$ cat config.mk
export PLATFORM = sky130hd
export DESIGN_NAME = fb_stream_writer
export DESIGN_NICKNAME = d
export VERILOG_FILES = /design/src/rtl/fb_pkg.sv /design/src/rtl/fb_frame_checker.sv /design/src/rtl/fb_stream_writer.sv
export SDC_FILE = /design/constraint.sdc
export NUM_CORES = 1
export LEC_CHECK = 0
export ABC_CLOCK_PERIOD_IN_PS = 4700
export CAP_MARGIN = 20
export CORE_MARGIN = 8
export CORE_UTILIZATION = 55
export DETAILED_ROUTE_END_ITERATION = 8
export GPL_TIMING_DRIVEN = 0
export PLACE_DENSITY = 0.87
export SLEW_MARGIN = 25
export SYNTH_ARGS = -nofsm -noshare
export SYNTH_HDL_FRONTEND = slang
export SYNTH_HIERARCHICAL = 1
export SYNTH_SLANG_ARGS = --single-unit
export TNS_END_PERCENT = 100
$ cat constraint.sdc
create_clock -name clk -period 4.7 [get_ports clk]
set_input_delay 0.47 -clock clk [delete_from_list [all_inputs] [get_ports clk]]
set_output_delay 0.47 -clock clk [all_outputs]
set_load 0.005 [all_outputs]
$ cat src/rtl/fb_pkg.sv
// fb_pkg: definitions shared by the framebuffer writer and the VGA output stage.
//   - Framebuffer geometry: H_ACTIVE x V_ACTIVE stored pixels per bank.
//   - ADDR_W is the per-bank address width; a full address is {bank, index}.
//   - PIX_W and the RGB444 pixel type with named 4-bit fields.
//   - Writer state encoding.
package fb_pkg;

  localparam int H_ACTIVE = 320;
  localparam int V_ACTIVE = 240;
  localparam int FB_DEPTH = H_ACTIVE * V_ACTIVE;
  localparam int ADDR_W   = 17;
  localparam int PIX_W    = 12;
  localparam int ERR_W    = 8;

  // Pixel layout {R[3:0], G[3:0], B[3:0]}.
  typedef struct packed {
    logic [3:0] r;
    logic [3:0] g;
    logic [3:0] b;
  } rgb444_t;

  localparam logic [1:0] IDLE_ENC      = 2'd0;
  localparam logic [1:0] WRITE_ENC     = 2'd1;
  localparam logic [1:0] WAIT_SWAP_ENC = 2'd2;

  typedef enum logic [1:0] {
    IDLE      = IDLE_ENC,
    WRITE     = WRITE_ENC,
    WAIT_SWAP = WAIT_SWAP_ENC
  } fb_state_t;

endpackage

$ cat src/rtl/fb_frame_checker.sv
// fb_frame_checker: tracks the x/y position of the incoming pixel stream and
// validates the sof/eol markers against the frame geometry.
// Ports:
//   clk, rst_n     clock, asynchronous active-low reset
//   state          current writer state (IDLE / WRITE / WAIT_SWAP)
//   accept         a pixel is transferred this cycle
//   sof, eol       markers of the accepted pixel
//   write_ok       accepted pixel is to be written
//   start          written pixel is the first of a frame (index 0)
//   sof_err        sof arrived in the middle of a frame (frame restarts)
//   abort          eol mismatch: pixel dropped, frame abandoned
//   last           written pixel completes the frame
module fb_frame_checker #(
  parameter int H_ACTIVE = fb_pkg::H_ACTIVE,
  parameter int V_ACTIVE = fb_pkg::V_ACTIVE
) (
  input  logic              clk,
  input  logic              rst_n,
  input  fb_pkg::fb_state_t state,
  input  logic              accept,
  input  logic              sof,
  input  logic              eol,
  output logic              write_ok,
  output logic              start,
  output logic              sof_err,
  output logic              abort,
  output logic              last
);
  import fb_pkg::*;

  localparam int X_W = (H_ACTIVE > 1) ? $clog2(H_ACTIVE) : 1;
  localparam int Y_W = (V_ACTIVE > 1) ? $clog2(V_ACTIVE) : 1;

  logic [X_W-1:0] x_reg, x_next;
  logic [Y_W-1:0] y_reg, y_next;
  logic           x_at_end, y_at_end;

  assign x_at_end = (x_reg == X_W'(H_ACTIVE - 1));
  assign y_at_end = (y_reg == Y_W'(V_ACTIVE - 1));

  always_comb begin
    write_ok = 1'b0;
    start    = 1'b0;
    sof_err  = 1'b0;
    abort    = 1'b0;
    last     = 1'b0;
    x_next   = x_reg;
    y_next   = y_reg;
    if (accept) begin
      case (state)
        IDLE: begin
          // Outside a frame only a sof pixel is meaningful.
          if (sof) begin
            write_ok = 1'b1;
            start    = 1'b1;
            x_next   = X_W'(1);
            y_next   = '0;
          end
        end
        WRITE: begin
          if (sof) begin
            // Restart wins over any eol inconsistency on the same pixel.
            write_ok = 1'b1;
            start    = 1'b1;
            sof_err  = 1'b1;
            x_next   = X_W'(1);
            y_next   = '0;
          end else if (eol && x_at_end) begin
            write_ok = 1'b1;
            x_next   = '0;
            if (y_at_end) begin
              last   = 1'b1;
              y_next = '0;
            end else begin
              y_next = y_reg + Y_W'(1);
            end
          end else if (eol || x_at_end) begin
            // Early eol, or eol missing on the last column.
            abort  = 1'b1;
            x_next = '0;
            y_next = '0;
          end else begin
            write_ok = 1'b1;
            x_next   = x_reg + X_W'(1);
          end
        end
        default: ;
      endcase
    end
  end

  always_ff @(posedge clk or negedge rst_n) begin
    if (!rst_n) begin
      x_reg <= '0;
      y_reg <= '0;
    end else begin
      x_reg <= x_next;
      y_reg <= y_next;
    end
  end

endmodule

$ cat src/rtl/fb_stream_writer.sv
// fb_stream_writer: writes a framed RGB444 pixel stream into one bank of a
// double-buffered BRAM framebuffer and hands finished frames to the VGA
// reader at vertical blank, so the displayed bank never tears.
// Ports:
//   clk, rst_n               pixel clock, asynchronous active-low reset
//   s_valid/s_ready/s_data   pixel stream handshake, s_sof/s_eol markers
//   vblank_pulse             start of vertical blank from the VGA stage
//   wr_en/wr_addr/wr_data    BRAM port A, wr_addr = {bank, pixel index}
//   rd_bank                  bank the VGA reader displays
//   frame_done               pulses with the write of a frame's last pixel
//   err_count                saturating count of framing errors
module fb_stream_writer #(
  parameter int H_ACTIVE = fb_pkg::H_ACTIVE,
  parameter int V_ACTIVE = fb_pkg::V_ACTIVE,
  parameter int PIX_W    = fb_pkg::PIX_W,
  parameter int ADDR_W   = fb_pkg::ADDR_W,
  parameter int ERR_W    = fb_pkg::ERR_W
) (
  input  logic              clk,
  input  logic              rst_n,
  input  logic              s_valid,
  output logic              s_ready,
  input  logic [PIX_W-1:0]  s_data,
  input  logic              s_sof,
  input  logic              s_eol,
  input  logic              vblank_pulse,
  output logic              wr_en,
  output logic [ADDR_W:0]   wr_addr,
  output logic [PIX_W-1:0]  wr_data,
  output logic              rd_bank,
  output logic              frame_done,
  output logic [ERR_W-1:0]  err_count
);
  import fb_pkg::*;

  fb_state_t          state_reg;
  logic               wr_bank_reg;
  logic               rd_bank_reg;
  logic [ADDR_W-1:0]  pix_idx_reg;
  logic               wr_en_reg;
  logic [ADDR_W:0]    wr_addr_reg;
  logic [PIX_W-1:0]   wr_data_reg;
  logic               frame_done_reg;
  logic [ERR_W-1:0]   err_count_reg;

  logic               accept;
  logic               write_ok, start, sof_err, abort, last;
  logic [ADDR_W-1:0]  idx_sel;

  assign s_ready = (state_reg != WAIT_SWAP);
  assign accept  = s_valid & s_ready;

  fb_frame_checker #(
    .H_ACTIVE (H_ACTIVE),
    .V_ACTIVE (V_ACTIVE)
  ) u_checker (
    .clk      (clk),
    .rst_n    (rst_n),
    .state    (state_reg),
    .accept   (accept),
    .sof      (s_sof),
    .eol      (s_eol),
    .write_ok (write_ok),
    .start    (start),
    .sof_err  (sof_err),
    .abort    (abort),
    .last     (last)
  );

  // The first pixel of a frame always lands at index 0.
  assign idx_sel = start ? '0 : pix_idx_reg;

  always_ff @(posedge clk or negedge rst_n) begin
    if (!rst_n) begin
      state_reg      <= IDLE;
      wr_bank_reg    <= 1'b0;
      rd_bank_reg    <= 1'b1;
      pix_idx_reg    <= '0;
      wr_en_reg      <= 1'b0;
      wr_addr_reg    <= '0;
      wr_data_reg    <= '0;
      frame_done_reg <= 1'b0;
      err_count_reg  <= '0;
    end else begin
      wr_en_reg      <= write_ok;
      frame_done_reg <= last;

      if (write_ok) begin
        wr_addr_reg <= {wr_bank_reg, idx_sel};
        wr_data_reg <= s_data;
        pix_idx_reg <= idx_sel + ADDR_W'(1);
      end else if (abort) begin
        pix_idx_reg <= '0;
      end

      if ((abort || sof_err) && (err_count_reg != {ERR_W{1'b1}}))
        err_count_reg <= err_count_reg + ERR_W'(1);

      case (state_reg)
        IDLE: begin
          if (start) state_reg <= WRITE;
        end
        WRITE: begin
          if (abort)     state_reg <= IDLE;
          else if (last) state_reg <= WAIT_SWAP;
        end
        WAIT_SWAP: begin
          // Only a pulse seen while already waiting swaps the banks.
          if (vblank_pulse) begin
            rd_bank_reg <= wr_bank_reg;
            wr_bank_reg <= ~wr_bank_reg;
            state_reg   <= IDLE;
          end
        end
        default: state_reg <= IDLE;
      endcase
    end
  end

  assign wr_en      = wr_en_reg;
  assign wr_addr    = wr_addr_reg;
  assign wr_data    = wr_data_reg;
  assign rd_bank    = rd_bank_reg;
  assign frame_done = frame_done_reg;
  assign err_count  = err_count_reg;

endmodule

## Word-level counts from Yosys, hierarchy flattened

Cells that the tools add are included.

- Flip-flop bits (word level): 78
- Input bits: 18

- $add $sub $neg: 4
- Mux-type cells: 39
- Reduce and logical (&&, ||, !) cells: 12
- Bitwise operators: 2
- Equal/unequal tests: 11

Operators by type and width:

| kind | number |
|---|---|
| 17-bit two-way mux | 3 |
| 8-bit two-way mux | 5 |
| 9-bit two-way mux | 4 |
| 1-bit two-way mux | 19 |
| 9-bit one-hot mux with 2 select lines | 1 |
| 17-bit by 1-bit adder with 17-bit output, second input constant | 1 |
| 8-bit by 1-bit adder with 8-bit output, second input constant | 2 |
| 8-bit one-hot mux with 2 select lines | 1 |
| 9-bit by 1-bit adder with 9-bit output, second input constant | 1 |
| 9-bit equality test, second input constant | 1 |
| 8-bit equality test, second input constant | 1 |
| 2-bit two-way mux | 4 |
| 2-bit inequality test, second input constant | 4 |
| 8-bit inequality test, second input constant | 1 |
| 2-bit one-hot mux with 3 select lines | 1 |
| 3-bit AND reduction | 2 |
| 4-bit by 2-bit inequality test with 1-bit output, second input constant | 1 |
| 4-bit AND reduction | 1 |
| 2-bit nonzero test | 2 |
| 3-bit inequality test, second input constant | 1 |
| 2-bit by 1-bit equality test with 1-bit output, second input constant | 1 |
| 2-bit equality test, second input constant | 1 |
| 1-bit logical AND | 2 |
| 2-bit logical NOT | 1 |
| 6 further kinds | 7 |

## Depth between registers and ports, before layout

Gate-level depths: netlist (run 1).

- Word-level depth: 9
- Mapped depth: 12
- Mapped depth without buffers: 12

## Cells and area by module

Netlist (run 1), hierarchy kept.

By module, submodules not included:

| module | seq. area each (µm²) | area each (µm²) | cells an instance | instances |
|---|---|---|---|---|
| fb_stream_writer | 1,527.7 | 2,796.4 | 258 | 1 |
| fb_frame_checker | 425.4 | 1,016.0 | 116 | 1 |

## Worst setup path before layout (run 1)

No wires, ideal clock.

- Path type: register to register
- From: reg u_checker.x_reg[0]
- To: reg pix_idx_reg[13]
- Arrival time: 2,789 ps
- Setup time: 87 ps
- Period minus slack after synthesis: 2,875 ps
- Cell stages (with the launch flop): 11
- Path slack: 1,825 ps
- Cell sequence: dfrtp_1 -> ha_1 -> nand2_1 -> or3_1 -> or3_1 -> ha_1 -> a211oi_1 -> buf_2 -> buf_1 -> o2111ai_1 -> o211ai_1

- Cells in the longest elaborated chain, start to end: 8
- Elaborated cells between the ends (all ways): 15
- Classes of those cells: 1 x eq/ne; 11 x mux; 3 x reduce/logical

Ends and longest elaborated chain:

| element | RTL line | RTL |
|---|---|---|
| start, declared | fb_frame_checker.sv:34 | `logic [X_W-1:0] x_reg, x_next;` |
| start signal, assigned | fb_frame_checker.sv:97 | `x_reg <= x_next;` |
| 9-bit equality test (*) | fb_frame_checker.sv:38 | `assign x_at_end = (x_reg == X_W'(H_ACTIVE - 1));` |
| 1-bit logical OR | fb_frame_checker.sv:77 | `end else if (eol \|\| x_at_end) begin` |
| 1-bit two-way mux | fb_frame_checker.sv:77 |  |
| 1-bit two-way mux (*) | fb_frame_checker.sv:68 | `end else if (eol && x_at_end) begin` |
| 1-bit two-way mux (*) | fb_frame_checker.sv:61 | `if (sof) begin` |
| 1-bit one-hot mux with 2 select lines (*) | fb_frame_checker.sv:50 | `case (state)` |
| 1-bit two-way mux (*) | fb_frame_checker.sv:49 | `if (accept) begin` |
| named net write_ok | fb_stream_writer.sv:47 | `logic write_ok, start, sof_err, abort, last;` |
| 17-bit two-way mux / 2-bit nonzero test (equally long branches) | n/a |  |
| end signal, assigned | fb_stream_writer.sv:91 | `pix_idx_reg <= idx_sel + ADDR_W'(1);` |
| end, declared | fb_stream_writer.sv:39 | `logic [ADDR_W-1:0] pix_idx_reg;` |

Mark *: on every way through the listed nets, which the timed path passes. The rest lies on a longest branch.
A chain may end at the register's enable or synchronous reset.

## Final worst setup path (run 1)

- From: reg u_checker.x_reg[1]
- To: reg pix_idx_reg[10]

Same word-level chain as after synthesis.

==> results.yml, run 1 <==
hold_path:
  min-delay-path-class: "in -> async"
final_layout:
  area.sequential_mm2: 0.00195
  syn_to_final_growth_pct: 24.0
  nets: 467
  layout.filler_cells: 454
  commonest_cells_after_routing_fill_and_taps_aside: "77 x sky130_fd_sc_hd__dfrtp_1, 57 x sky130_fd_sc_hd__clkdlybuf4s50_1, 36 x sky130_fd_sc_hd__o21ai_0, 31 x sky130_fd_sc_hd__inv_1, 28 x sky130_fd_sc_hd__nand2_1"
  total_area_of_multi_input_combinational_cells_mm2: 0.00166
  post-route-util_pct: 70.0
  final_common_cell: "sky130_fd_sc_hd__dfrtp_1"
  largest_register_ff_count: 18
  antennaDiodeCount: 0
  layout-drive-gt1-share_pct: 11.4
pwr:
  combPwrFrac_pct: 21.3
  power.internal_mw: 1.24
  switching_share_pct: 27.9
  power_density_mw_per_mm2: 364
  clkPwrFrac_pct: 31.4
  vdd_ir_drop_max_uv: 338
  leakagePower_nw: 1.99
  power.sequential.fraction_pct: 47.3
  power.net_switching_mw: 0.480
sta:
  clock-skew-final_ps: 13.1
  rsz0062_at_grt: "no"
  period_needed_ps: 3470
  worst_relative_slew_slack_pct: 34.1
  setup-violations-final: 0
  setup_total_negative_slack_ps: 0
  final_min_period_over_clock_period_pct: 73.9
  maximum_clock_rate_mhz: 288
  max_slew_vio_count: 0
  hold_violations: 0
  tightest_slew_ps: 982
clocking:
  cts_tree: "built"
  cts.sink_count: 78
  clk_pin_slew_worst_paths_ps: 80
  post_cts.resized_instances: 0
  clockBufferDepth: 2
  clock_tree.htree_level_count: 3
  clock_tree.root_cell: "sky130_fd_sc_hd__clkbuf_8"
  cts_setup_buffers: 0
  worstSkewPairLatency_ps: 360
  cts_made_buffers: 9
  cts_hold_repair.buffers: 0
yosys:
  synth_warnings: 6
  yosysSeqAreaShare_pct: 51.2
  postSynthCellCount: 374
  synthFlopType: "sky130_fd_sc_hd__dfrtp_1"
  synth_edf_count: 0
  postSynthRegisterBits: 78
  asyncSetResetFlopFracSynth_pct: 100
  post_synth_instance_area_mm2: 0.00381
  synth_fp_nets: 397
  yosys.cell_types.count: 54
  syn_area_per_cell_um2: 10.2
setup_path:
  timing.critical_path.from_type: "register"
  register_to_register_path_setup_slack_ps: 1230
  timing.setup.critical_path_class: "reg -> reg"
  crit_required_ps: 4970
  arrival_ps: 3740
  critical_path.max_fanout: 10
  worst_setup_path_end_kind: "register"
routing:
  num_vias: 3099
  drtIter0Drc: 144
  routed_via_density: 5.87
  count_of_unresolved_drc_violations_after_routing: 0
  wl_per_cell_um: 16.2
  drt_first_pass_iters: 4
  detail_route_antenna_nets: 0
  drt_wl_total_mm: 8.55
global_route:
  grt_first_pass_wirelength_mm: 14.3
  total_routing_resource_utilization_after_global_routing_pct: 18.0
  grt_pass1_vias: 3071
  grt_start_max_net_pins: 50
  grt_antenna_before_repair: 0
  globalRoute.totalOverflow: 0
floorplan:
  initial_utilization_pct: 56.4
  num_io_pins: 60
  core-area_mm2: 0.00676
  chipWidth_um: 99.3
  rows: 30
  dieHeight_um: 99.3
  die_footprint_mm2: 0.00985
placed_design:
  dp.final_hpwl_mm: 6.04
  globalplace.congestion: 0.829
  buffer_ports.inserted: 58
outcome:
  status: "finished, final reports clean"
run:
  cap_viol_max_count: 0
-- synthesized netlist by cell type (4+ instances only) --
| cell type | instances | area share, % |
|---|---|---|
| sky130_fd_sc_hd__a21oi_1 | 13 | 1.7 |
| sky130_fd_sc_hd__a32o_1 | 4 | 1.1 |
| sky130_fd_sc_hd__buf_2 | 9 | 1.2 |
| sky130_fd_sc_hd__clkbuf_1 | 4 | 0.39 |
| sky130_fd_sc_hd__dfrtp_1 | 77 | 51 |
| sky130_fd_sc_hd__ha_1 | 5 | 1.6 |
| sky130_fd_sc_hd__inv_1 | 31 | 3.1 |
| sky130_fd_sc_hd__mux2_2 | 15 | 4.4 |
| sky130_fd_sc_hd__mux2i_1 | 4 | 1.1 |
| sky130_fd_sc_hd__nand2_1 | 28 | 2.8 |
| sky130_fd_sc_hd__nand2b_1 | 9 | 1.5 |
| sky130_fd_sc_hd__nand3_1 | 15 | 2.0 |
| sky130_fd_sc_hd__nand3b_1 | 6 | 1.2 |
| sky130_fd_sc_hd__nand4_1 | 7 | 1.1 |
| sky130_fd_sc_hd__nor2_1 | 16 | 1.6 |
| sky130_fd_sc_hd__nor2b_1 | 6 | 0.98 |
| sky130_fd_sc_hd__nor3_1 | 5 | 0.66 |
| sky130_fd_sc_hd__nor4_1 | 4 | 0.66 |
| sky130_fd_sc_hd__o211ai_1 | 4 | 0.79 |
| sky130_fd_sc_hd__o21ai_0 | 36 | 4.7 |
| sky130_fd_sc_hd__o31ai_1 | 4 | 0.79 |
| sky130_fd_sc_hd__or3_1 | 4 | 0.66 |
| sky130_fd_sc_hd__or4_1 | 4 | 0.79 |
| sky130_fd_sc_hd__xnor2_1 | 9 | 2.1 |
-- per-stage QoR --
step | cell area [um2] | hold slack (ps) | std cells | worst slack (ps) | power [mW]
after floorplan | 3810 | 174 | 374 | 1820 | 0.988
after global placement | 4490 | 481 | 512 | 491 | 1.17
after detailed placement | 4520 | 426 | 513 | 1330 | 1.19
after CTS | 4730 | 34.1 | 528 | 1230 | 1.74
after global routing | 4730 | 47.2 | 528 | 909 | 1.81
final | 4730 | 35.5 | 528 | 1230 | 1.72
-- layout make-up --
type	count	share of cell area, %
sequential	78	41.3
timing repair buffer	59	12.8
multi-input combinational	247	35.0
tap	80	2.12
buffer	18	1.85
clock inverter	6	1.83
clock buffer	9	2.62
inverter	31	2.46
-- layer usage --
| metal | vias up | track usage, % | part of all wire, % | wire length [um] |
|---|---|---|---|---|
| met2 | 113 | 27.6 | 46 | 3930 |
| met1 | 1498 | 21.5 | 42 | 3620 |
| met5 | - | 0 | 0 | 0 |
| met4 | 0 | 8.96 | 1.8 | 153 |
| li1 | 1476 | - | - | - |
| met3 | 12 | 7.33 | 9.9 | 851 |
-- worst paths after layout --
check	startpoint	to	cells past startpoint
worst max-delay path	u_checker/x_reg[1]$_DFFE_PN0P_	pix_idx_reg[10]$_DFFE_PN0P_	10
worst min-delay path	rst_n	u_checker/x_reg[5]$_DFFE_PN0P_	1
worst max register to register	u_checker/x_reg[1]$_DFFE_PN0P_	pix_idx_reg[10]$_DFFE_PN0P_	10
worst min register to register	wr_bank_reg$_DFFE_PN0P_	wr_bank_reg$_DFFE_PN0P_	1
max in group asynchronous	rst_n	rd_bank$_DFFE_PN1P_	2
min in group clk	s_sof	u_checker/x_reg[1]$_DFFE_PN0P_	2
-- power by group through the flow --
stage / Clock (mW) / Combinational, mW / Sequential, mW
finish: 0.540 / 0.366 / 0.812
global route: 0.583 / 0.405 / 0.826
CTS: 0.551 / 0.372 / 0.814
detailed placement: 0 / 0.366 / 0.826
global placement: 0 / 0.351 / 0.822
floorplan: 0 / 0.167 / 0.821
-- cells by family after synthesis --
family          count (synthesis)  share of synthesized area, %
flops                          78                          51.2
fa+ha+maj                       5                          1.64
xor+xnor                       12                          2.76
mux                            19                          5.48
simple gates                  127                          19.8
buf+inv                        49                          5.35
compound gates                 84                          13.8
-- worst max-delay path, cell delays in order (launching register included) --
cell and delay, ps:
sky130_fd_sc_hd__dfrtp_1 400, sky130_fd_sc_hd__ha_1 190, sky130_fd_sc_hd__nand2_1 110, sky130_fd_sc_hd__or3_1 310, sky130_fd_sc_hd__or3_1 330, sky130_fd_sc_hd__ha_1 300, sky130_fd_sc_hd__a211oi_1 580, sky130_fd_sc_hd__buf_2 360
sky130_fd_sc_hd__buf_1 470, sky130_fd_sc_hd__o2111ai_1 210, sky130_fd_sc_hd__o211ai_1 120
(Power assumes the default switching activity.)
==> inputs of run 2 (changes only) <==
- ABC_CLOCK_PERIOD_IN_PS: 4700 -> 3500
- CORE_UTILIZATION: 55 -> 54
- PLACE_DENSITY: 0.87 -> 0.86
- clock period: 4.7 -> 3.5 ns (I/O delays scaled with it)
==> results.yml, run 2 (synthesized netlist as in run 1, its figures left out) <==
final_layout:
  finalInstanceArea_mm2: 0.00477
  syn_to_final_growth_pct: 25.0
  layout-drive-gt1-share_pct: 11.6
  layout.cells.non_filler: 546
  largest_register_ff_count: 18
  antennaDiodeCount: 0
  commonest_cells_after_routing_fill_and_taps_aside: "77 x sky130_fd_sc_hd__dfrtp_1, 57 x sky130_fd_sc_hd__clkdlybuf4s50_1, 36 x sky130_fd_sc_hd__o21ai_0, 31 x sky130_fd_sc_hd__inv_1, 28 x sky130_fd_sc_hd__nand2_1"
  layout.filler_cells: 534
  nets: 468
  final_common_cell: "sky130_fd_sc_hd__dfrtp_1"
sta:
  rsz0062_at_grt: "no"
  setup_total_negative_slack_ps: 0
  worst_relative_slew_slack_pct: 36.4
  final_min_period_over_clock_period_pct: 96.9
  hold_violations: 0
  max_slew_vio_count: 0
  clock-skew-final_ps: 16.7
  period_needed_ps: 3390
  maximum_clock_rate_mhz: 295
  tightest_slew_ps: 946
  setup-violations-final: 0
setup_path:
  worst_setup_path_end_kind: "register"
  critical_path.max_fanout: 9
  arrival_ps: 3600
  timing.setup.critical_path_class: "reg -> reg"
  crit_required_ps: 3710
  timing.critical_path.from_type: "register"
pwr:
  power_density_mw_per_mm2: 491
  vdd_ir_drop_max_uv: 379
  fin_total_pwr_mw: 2.34
  leakagePower_nw: 1.99
run:
  cap_viol_max_count: 0
floorplan:
  num_io_pins: 60
  initial_utilization_pct: 55.8
  core-area_mm2: 0.00683
  dieHeight_um: 100
  die_footprint_mm2: 0.0100
  rows: 30
  chipWidth_um: 100
routing:
  drt_wl_total_mm: 8.89
  detail_route_antenna_nets: 0
  drt_first_pass_iters: 5
  drtIter0Drc: 129
  routed_via_density: 5.67
  count_of_unresolved_drc_violations_after_routing: 0
  wl_per_cell_um: 16.3
  num_vias: 3097
global_route:
  total_routing_resource_utilization_after_global_routing_pct: 18.2
  grt_start_max_net_pins: 45
  grt_pass1_vias: 3017
  grt_first_pass_wirelength_mm: 14.6
  grt_antenna_before_repair: 0
  globalRoute.totalOverflow: 0
hold_path:
  min-delay-path-class: "in -> reg"
clocking:
  cts.sink_count: 78
  cts_made_buffers: 9
  clk_pin_slew_worst_paths_ps: 90
  worstSkewPairLatency_ps: 360
  clock_tree.htree_level_count: 3
  clock_tree.root_cell: "sky130_fd_sc_hd__clkbuf_8"
  cts_tree: "built"
  cts_setup_buffers: 0
  clockBufferDepth: 2
outcome:
  status: "finished, final reports clean"
placed_design:
  dpl_cell_area_mm2: 0.00453
  dp.final_hpwl_mm: 6.23
  buffer_ports.inserted: 58
  placed_cells: 529
  globalplace.congestion: 0.847
-- run 2: cell types whose count changed in the layout (fill, tap and decap cells not counted) --
cell                            change
sky130_fd_sc_hd__clkinv_2           -2
sky130_fd_sc_hd__a211oi_1           -1
sky130_fd_sc_hd__a211oi_2           +1
sky130_fd_sc_hd__buf_12             +1
sky130_fd_sc_hd__buf_16             -1
sky130_fd_sc_hd__clkbuf_1           +1
sky130_fd_sc_hd__clkinvlp_4         +1
sky130_fd_sc_hd__dlygate4sd3_1      +1
sky130_fd_sc_hd__inv_6              +1
-- run 2: worst paths after layout --
| path | startpoint | to | slack, ps | depth (start not counted) |
|---|---|---|---|---|
| worst min register to register | wr_data[4]$_DFFE_PN0P_ | wr_data[4]$_DFFE_PN0P_ | 510 | 1 |
| worst max-delay path | u_checker/x_reg[1]$_DFFE_PN0P_ | pix_idx_reg[16]$_DFFE_PN0P_ | 110 | 10 |
| worst min-delay path | s_sof | u_checker/x_reg[1]$_DFFE_PN0P_ | 320 | 2 |
| min in group asynchronous | rst_n | wr_data[6]$_DFFE_PN0P_ | 540 | 2 |
| max in group asynchronous | rst_n | rd_bank$_DFFE_PN1P_ | 2310 | 3 |
| worst max register to register | u_checker/x_reg[1]$_DFFE_PN0P_ | pix_idx_reg[16]$_DFFE_PN0P_ | 110 | 10 |
-- run 2: per-stage QoR --
stage | worst slack [ps] | utilization, % | hold WS [ps]
after floorplan | 625 | - | 54.4
after global placement | -610 | 66.1 | 482
after detailed placement | 80.4 | 66.3 | 384
after CTS | 14.8 | 69.7 | 293
after global routing | 0.125 | 69.8 | 317
final | 109 | 69.8 | 317
-- run 2: what timing repair did --
item	CTS	global route
hold buffers	1	0
endpoints found under the hold margin	18	0
setup endpoints to repair	0	22
gates resized for setup	0	1
-- run 2: layout make-up --
| cell class | count | area, um2 | area share (%) |
|---|---|---|---|
| flip-flops and latches | 78 | 1950 | 41.0 |
| multi-input cells | 247 | 1660 | 34.8 |
| repair buffers | 60 | 608 | 12.8 |
| clock buffers | 10 | 128 | 2.68 |
| well taps | 96 | 120 | 2.52 |
| inverters | 31 | 116 | 2.44 |
| clock inverters | 6 | 92.6 | 1.94 |
| plain buffers | 18 | 87.6 | 1.84 |
-- run 2: layer usage --
metal / wire length [um] / GRT usage, % / up-vias
li1: - / - / 1479
met5: 0 / 0 / -
met1: 3850 / 22.4 / 1491
met3: 716 / 5.95 / 14
met2: 4190 / 27.9 / 113
met4: 129 / 9.42 / 0
-- run 2: power breakdown --
part           internal [mW]  switching (mW)
registers               1.00          0.0918
clock network          0.407           0.348
logic                  0.264           0.225
total                   1.67           0.665
-- run 2: critical path: stages, from the launching register on --
cell	delay, ps
sky130_fd_sc_hd__dfrtp_1	410
sky130_fd_sc_hd__ha_1	180
sky130_fd_sc_hd__nand2_1	100
sky130_fd_sc_hd__or3_1	300
sky130_fd_sc_hd__or3_1	340
sky130_fd_sc_hd__ha_1	330
sky130_fd_sc_hd__nor3b_1	640
sky130_fd_sc_hd__nor2_1	370
sky130_fd_sc_hd__a32o_1	290
sky130_fd_sc_hd__a31oi_1	160
sky130_fd_sc_hd__o211ai_1	130
